$ cat src/rtl/if_id_queue_pkg.sv
// Shared types and helpers for the IF/ID decoupling queue.
// The optional zero-latency path is enabled with IFQ_BYPASS_EN (see if_id_queue).
package if_id_pkg;

    localparam int WORD_W = 32;
    localparam logic [31:0] NOP_INSTR = 32'h0000_0000;

    typedef struct packed {
        logic [WORD_W-1:0] pc4;
        logic [WORD_W-1:0] instruction;
    } fetch_entry_t;

    // Circular increment for any DEPTH, power of two or not.
    function automatic int ptrWrap(int ptr, int depth);
        return (ptr >= depth - 1) ? 0 : ptr + 1;
    endfunction

endpackage

$ cat src/rtl/if_id_queue_if.sv
// Fetch/decode side signals of the IF/ID queue, grouped as one bus.
// master = fetch + decode environment, slave = the queue itself.
interface if_id_queue_if #(
    parameter int WORD_W = if_id_pkg::WORD_W
);
    logic              inValid;
    logic [WORD_W-1:0] inPc4;
    logic [WORD_W-1:0] inInstruction;
    logic              inReady;
    logic              flush;
    logic              outValid;
    logic [WORD_W-1:0] outPc4;
    logic [WORD_W-1:0] outInstruction;
    logic              outReady;

    modport master (
        output inValid, inPc4, inInstruction, flush, outReady,
        input  inReady, outValid, outPc4, outInstruction
    );

    modport slave (
        input  inValid, inPc4, inInstruction, flush, outReady,
        output inReady, outValid, outPc4, outInstruction
    );
endinterface

$ cat src/rtl/if_id_queue_storage.sv
// Entry array for the IF/ID queue: synchronous write, asynchronous read,
// asynchronously cleared on resetN.
module ifq_storage
    import if_id_pkg::*;
#(
    parameter int DEPTH = 2,
    parameter int PTR_W = 1
) (
    input  logic             clock,
    input  logic             resetN,
    input  logic             we,
    input  logic [PTR_W-1:0] waddr,
    input  fetch_entry_t     wdata,
    input  logic [PTR_W-1:0] raddr,
    output fetch_entry_t     rdata
);

    fetch_entry_t mem [DEPTH];

    always_ff @(posedge clock or negedge resetN) begin
        if (!resetN) begin
            for (int i = 0; i < DEPTH; i++) begin
                mem[i] <= '0;
            end
        end else if (we) begin
            mem[waddr] <= wdata;
        end
    end

    assign rdata = mem[raddr];

endmodule

$ cat src/rtl/if_id_queue.sv
// IF/ID decoupling queue: in-order {pc4, instruction} FIFO with flush and NOP bubble.
// Define IFQ_BYPASS_EN for a same-cycle path through an empty queue.
module if_id_queue
    import if_id_pkg::*;
#(
    parameter int DEPTH  = 2,
    // Entry layout is fixed by fetch_entry_t, so this must equal if_id_pkg::WORD_W.
    parameter int WORD_W = if_id_pkg::WORD_W
) (
    input  logic          clock,
    input  logic          resetN,
    if_id_queue_if.slave  bus
);

    localparam int PTR_W = (DEPTH > 1) ? $clog2(DEPTH) : 1;
    localparam int CNT_W = $clog2(DEPTH + 1);
    localparam logic [CNT_W-1:0]  FULL_COUNT = CNT_W'(DEPTH);
    localparam logic [WORD_W-1:0] ZERO_WORD  = '0;

    logic [PTR_W-1:0] wrPtr;
    logic [PTR_W-1:0] rdPtr;
    logic [CNT_W-1:0] count;
    logic             empty;
    logic             full;
    logic             bypass;
    logic             push;
    logic             pop;
    fetch_entry_t     wrEntry;
    fetch_entry_t     headEntry;

    assign empty = (count == '0);
    assign full  = (count == FULL_COUNT);

`ifdef IFQ_BYPASS_EN
    assign bypass = empty && bus.inValid && !bus.flush;
`else
    assign bypass = 1'b0;
`endif

    // Handshake: a transfer happens on a rising edge where valid and ready are
    // both high in that cycle; flush cancels both sides. inReady depends only on
    // registered count, so it never combinationally follows outReady.
    assign push = bus.inValid && !full && !bus.flush && !(bypass && bus.outReady);
    assign pop  = !empty && bus.outReady && !bus.flush;

    assign bus.inReady = !full;

    always_comb begin
        bus.outValid       = 1'b0;
        bus.outPc4         = ZERO_WORD;
        bus.outInstruction = WORD_W'(NOP_INSTR);
        if (!empty) begin
            bus.outValid       = 1'b1;
            bus.outPc4         = headEntry.pc4;
            bus.outInstruction = headEntry.instruction;
        end else if (bypass) begin
            bus.outValid       = 1'b1;
            bus.outPc4         = bus.inPc4;
            bus.outInstruction = bus.inInstruction;
        end
    end

    assign wrEntry = '{pc4: bus.inPc4, instruction: bus.inInstruction};

    always_ff @(posedge clock or negedge resetN) begin
        if (!resetN) begin
            wrPtr <= '0;
            rdPtr <= '0;
            count <= '0;
        end else if (bus.flush) begin
            wrPtr <= '0;
            rdPtr <= '0;
            count <= '0;
        end else begin
            if (push) wrPtr <= PTR_W'(ptrWrap(int'(wrPtr), DEPTH));
            if (pop)  rdPtr <= PTR_W'(ptrWrap(int'(rdPtr), DEPTH));
            if (push && !pop)      count <= count + 1'b1;
            else if (pop && !push) count <= count - 1'b1;
        end
    end

    ifq_storage #(
        .DEPTH (DEPTH),
        .PTR_W (PTR_W)
    ) u_storage (
        .clock  (clock),
        .resetN (resetN),
        .we     (push),
        .waddr  (wrPtr),
        .wdata  (wrEntry),
        .raddr  (rdPtr),
        .rdata  (headEntry)
    );

endmodule
$ cat src/flat_wrapper.sv
// flat-port wrapper written by rule: the top's interface ports become plain ports
module if_id_queue_flat import if_id_pkg::*;
#(
    parameter int DEPTH  = 2,
                                                                                    
    parameter int WORD_W = if_id_pkg::WORD_W
)
  (clock, resetN, bus_inValid, bus_inPc4, bus_inInstruction, bus_flush, bus_outReady, bus_inReady, bus_outValid, bus_outPc4, bus_outInstruction);
  if_id_queue_if #(.WORD_W(WORD_W)) bus_i ();
  input  logic clock;
  input  logic resetN;
  input wire logic [$bits(bus_i.inValid)-1:0] bus_inValid;
  input wire logic [$bits(bus_i.inPc4)-1:0] bus_inPc4;
  input wire logic [$bits(bus_i.inInstruction)-1:0] bus_inInstruction;
  input wire logic [$bits(bus_i.flush)-1:0] bus_flush;
  input wire logic [$bits(bus_i.outReady)-1:0] bus_outReady;
  output wire logic [$bits(bus_i.inReady)-1:0] bus_inReady;
  output wire logic [$bits(bus_i.outValid)-1:0] bus_outValid;
  output wire logic [$bits(bus_i.outPc4)-1:0] bus_outPc4;
  output wire logic [$bits(bus_i.outInstruction)-1:0] bus_outInstruction;
  assign bus_i.inValid = bus_inValid;
  assign bus_i.inPc4 = bus_inPc4;
  assign bus_i.inInstruction = bus_inInstruction;
  assign bus_i.flush = bus_flush;
  assign bus_i.outReady = bus_outReady;
  assign bus_inReady = bus_i.inReady;
  assign bus_outValid = bus_i.outValid;
  assign bus_outPc4 = bus_i.outPc4;
  assign bus_outInstruction = bus_i.outInstruction;
  if_id_queue #(.DEPTH(DEPTH), .WORD_W(WORD_W)) u_core (.clock(clock), .resetN(resetN), .bus(bus_i));
endmodule
$ cat config.mk
export PLATFORM = sky130hd
export DESIGN_NAME = if_id_queue_flat
export DESIGN_NICKNAME = d
export VERILOG_FILES = /design/src/rtl/if_id_queue_pkg.sv /design/src/rtl/if_id_queue_if.sv /design/src/rtl/if_id_queue_storage.sv /design/src/rtl/if_id_queue.sv /design/src/flat_wrapper.sv
export SDC_FILE = /design/constraint.sdc
export NUM_CORES = 1
export LEC_CHECK = 0
export BUFFER_PORTS_ARGS = -buffer_cell sky130_fd_sc_hd__buf_2
export CORE_UTILIZATION = 55
export CTS_CLUSTER_DIAMETER = 40
export DETAILED_ROUTE_END_ITERATION = 10
export PLACE_DENSITY_LB_ADDON = 0.1
export SLEW_MARGIN = 20
export SYNTH_ARGS = -nofsm -noshare
export SYNTH_HDL_FRONTEND = slang
export SYNTH_HIERARCHICAL = 1
export SYNTH_SLANG_ARGS = --single-unit
$ cat constraint.sdc
create_clock -name clock -period 2.55 [get_ports clock]
set_input_delay 0.51 -clock clock [delete_from_list [all_inputs] [get_ports clock]]
set_output_delay 0.51 -clock clock [all_outputs]
set_load 0.1 [all_outputs]
### Yosys cells after proc, flatten, opt, wreduce, memory -nomap -nowiden

Index checks and enable logic that the tools add are counted.

* RAM bits: 0
* output and inout port bits: 66
* memories: 0
* flip-flop bits (word level): 132
* bits in read-only memories: 0
* input bits: 69
* latch bits: 0

* multipliers: 0
* order comparisons: 5
* reductions and logical operators: 16
* divide/modulo/power cells: 0
* add/sub/neg operators: 4
* muxes and demuxes: 18
* equality and inequality tests: 1
* bitwise gates (word level): 2
* shifts and indexed selects: 0

Operators with widths (count)
* $mux W64: 4
* $bwmux W128: 1
* $demux W64 S1: 1
* $mux W32: 2
* $logic_and A1 B1 Y1: 7
* $mux W1: 7
* $mux W2: 3
* $logic_not A1 Y1: 5
* $ge A2 B2 Y1 const B: 2
* $not A1 Y2: 2
* $reduce_bool A2 Y1: 2
* $reduce_bool A3 Y1: 1
* $add A1 B1 Y1 const B: 2
* $add A2 B1 Y2 const B: 1
* $eq A2 B2 Y1 const B: 1
* $ge A1 B1 Y1 const B: 2
* $logic_not A2 Y1: 1
* $lt A2 B1 Y1 const B: 1
* $sub A2 B1 Y2 const B: 1

### Depth between registers and ports, before layout

* word-level depth: 9
* depth in mapped cells: 6
* gate-level depth less buffers: 4

### By module

Netlist, hierarchy kept.

By module, submodules not included
* ifq_storage: cells an instance 342, sequential area each 3203.1 um^2, area each 5895.7 um^2, instances 1
* if_id_queue: cells an instance 95, sequential area each 100.1 um^2, area each 695.7 um^2, instances 1

### Least setup slack after synthesis

Ideal clock, no wire load.

* path kind: reg2out
* start: register u_core.count[0]
* end: output port bus_outPc4[10]
* stages on the path, launching flop included: 4
* path slack: 0.196 ns
* arrival time: 1.844 ns
* buffers on the path: 1
* cell sequence: dfrtp_1 or2_1 buf_2 and2_1

* longest elaborated chain between the ends: 2

Ends and longest elaborated chain
* start: declaration: RTL line if_id_queue.sv:22 `logic [CNT_W-1:0] count;`
* start signal: assignment: RTL line if_id_queue.sv:77 `if (push && !pop) count <= count + 1'b1;`
* start signal: assignment: RTL line if_id_queue.sv:78 `else if (pop && !push) count <= count - 1'b1;`
* $logic_not A2 Y1: RTL line if_id_queue.sv:31 `assign empty = (count == '0);`
* $mux W32: RTL line if_id_queue.sv:52 `if (!empty) begin`
* end: declaration: RTL line flat_wrapper.sv:19 `output wire logic [$bits(bus_i.outPc4)-1:0] bus_outPc4;`

Every way passes these cells.

==> flow_summary.toml <==
[yosys]
ys_seq_area_frac = 0.5011
synth-compound-area-share = 0.006834
synth_top_family_by_area = "multiplexers"
syn_inst = 437
synth-simple-area-share = 0.07232
synth_area_per_cell_sq_um = 15.08
syn_nets = 506
synthDistinctLibCells = 26
synth_adder_area_share = 0
netlist_area_sq_um = 6591
synth_xor_area_frac = 0.001329
yosys_warnings = 6
synth.area.mux_share = 0.3671
ys_ff_latch = 132

[grt]
grt_max_degree = 54
grt_usage = 0.2381
grt_pass1_wl_um = 22600
overflow = 0
antenna_found_initial = 0
grt_pass1_vias = 4446

[worst_setup_path]
worstSetupStartpointType = "register"
arrival_ps = 1920
critical_path_peak_fanout = 34
r2r_end = "u_core/u_storage/mem[95]"
slowest_stage = "dfrtp_2"
regToRegStartpoint = "u_core/count[1]"
end_kind = "primary output"
cpPeakStageDelay_ps = 440
path_cells = "buf_12 > mux2_2 > and2_1 > buf_2"
worstRegToRegCells = 5
regToRegSetupSlack_ps = 400
crit_type = "register to primary output"
critPathRequiredTime_ps = 2040

[die]
initial_utilization = 0.5699
core_area_sq_um = 11560
die_height_um = 111.5
pin_count = 135
rows = 39
die_area_sq_um = 12430
die_w_um = 111.5

[layout]
synthToLayoutAreaGrowth_pct = 26.67
nets = 649
final_common_cell = "dfrtp_1"
instances_no_fill = 737
utilization = 0.7220
final_cell_mix = "dfrtp_1, mux2_2, buf_2, mux2_4, and2_1"
final_layout_size_suffix_gt1_frac = 0.6408

[timing]
slew_violations = 0
finalSetupViolCount = 0
clock.fmax_mhz = 411.9
finalHoldViolCount = 0
final.period_utilization = 0.9522
rsz0062_at_grt = "no"
skew_ps = 4.189
fin_crit_ps = 2428
tns_ps = 0
maxSlewHeadroom = 0.5179
tightest_slew_ps = 723.2
timing.hold.ws_ps = 131.8

[clock_network]
cts_tree = "built"
cts-root-buf = "clkbuf_16"
cts_buffer_depth = 2
htreeDepth = 4
clk_pin_slew_ps = 50
cts_made_buffers = 17
clk_latency_ps = 410
ctsHoldBuffers = 0
cts_sinks = 132

[place]
placed_cells = 700
hpwl_um = 8852
port-buffer-count = 134
gp_congestion = 0.7214

[detailed_routing]
drc = 24
vias = 3919
drt-total-wl_um = 13580
ant_nets = 0
drt_first_iter_violations = 204
first_pass_iters = 10
routedWlPerCell_um = 18.42
drt-vias-per-instance = 5.318

[job]
maxCapViolations = 0

[power_and_ir_drop]
total_power_w = 0.007977
powerDensity_nw_per_um2 = 955.4
vdd_ir_drop_max_uv = 551.9
p_leak_nw = 3.932

[outcome]
status = "complete, but fails checks"
violations = "DRC"

[worst_hold_path]
hp-class = "input port to asynchronous set/reset pin"
-- critical path: cells and delay by family (launching register included) --
family	cells	cell delay [ps]
flip-flops	1	440
multiplexers	1	370
buffers and inverters	2	530
AND/OR/NAND/NOR	1	140
-- routing by layer --
metal | wire length (um) | track usage | up-vias
met4 | 204 | 0.08649 | 0
li1 | - | - | 1806
met1 | 5782 | 0.2887 | 2001
met2 | 6872 | 0.4038 | 99
met5 | 0 | 0 | -
met3 | 715 | 0.07022 | 13
-- cell type report --
cell class | count | area (sq um)
Fill cell | 776 | 3216
Multi-Input combinational cell | 276 | 2953
Timing Repair Buffer | 151 | 1310
Antenna cell | 1 | 2.502
Tap cell | 143 | 178.9
Clock buffer | 21 | 460.4
Inverter | 2 | 7.507
Clock inverter | 11 | 132.6
Sequential cell | 132 | 3304
-- power by group --
group          switching (W)  internal [W]
registers           0.000268       0.00261
clock network       0.000853       0.00157
logic                0.00152       0.00116
-- synthesized netlist by cell type --
library cell  number  area share
a21o_1             1      0.0011
a21oi_1            4      0.0030
and2_1            64       0.061
buf_12             7       0.021
buf_2              8      0.0061
buf_6              6       0.010
clkbuf_8           6       0.013
dfrtp_1          132        0.50
inv_1              1     0.00057
inv_2              1     0.00057
mux2_2           126        0.22
mux2_4            66        0.15
mux2i_1            1      0.0015
nand2_4            1      0.0017
nand3b_1           1      0.0011
nor2_1             1     0.00057
nor2b_2            1      0.0013
nor2b_4            1      0.0021
nor3_1             1     0.00076
nor3b_1            1      0.0011
o211ai_1           1      0.0011
o21ai_0            2      0.0015
or2_1              1     0.00095
or2_2              1     0.00095
or3_1              1     0.00095
xor2_1             1      0.0013
-- metrics by stage --
step / setup slack (ps) / area (sq um)
3_3_place_gp: 411.3 / 7717
3_5_place_dp: 326.6 / 7717
5_1_grt: 64.28 / 8347
4_1_cts: 29.43 / 8328
6_report: 121.9 / 8349
2_1_floorplan: 196.1 / 6591
-- worst max-delay path by stage --
stage,from,to,slack (ps),depth (start not counted)
2_1_floorplan,u_core/count[0],bus_outPc4[10],200,3
5_1_grt,u_core/rdPtr,bus_outInstruction[18],60,4
6_report,u_core/rdPtr,bus_outInstruction[18],120,4
3_5_place_dp,bus_inValid,u_core/u_storage/mem[95],330,6
3_3_place_gp,u_core/count[1],bus_outPc4[22],410,5
4_1_cts,u_core/count[1],bus_outInstruction[0],30,5
-- flip-flops by register name (all words and copies together) (netlist names) --
signal and cells:
u_core/u_storage/mem 128, u_core/rdPtr 1, u_core/wrPtr 1, u_core/count 2
-- cells by family after synthesis --
logic type,count (synthesis)
xor gates and xnor gates,1
buffers and inverters,29
AOI/OAI and AO/OA,8
and+or+nand+nor,74
muxes,193
DFF,132
-- repair_timing --
item | 4_1_cts | 5_1_grt
resized for setup | 1 | 1
cloned | 0 | 0
setup buffers | 2 | 2
hold endpoints to repair | 0 | 0
pin swaps | 0 | 1
setup endpoints to repair | 29 | 21
No activity file was read; power rests on OpenSTA's default activity.
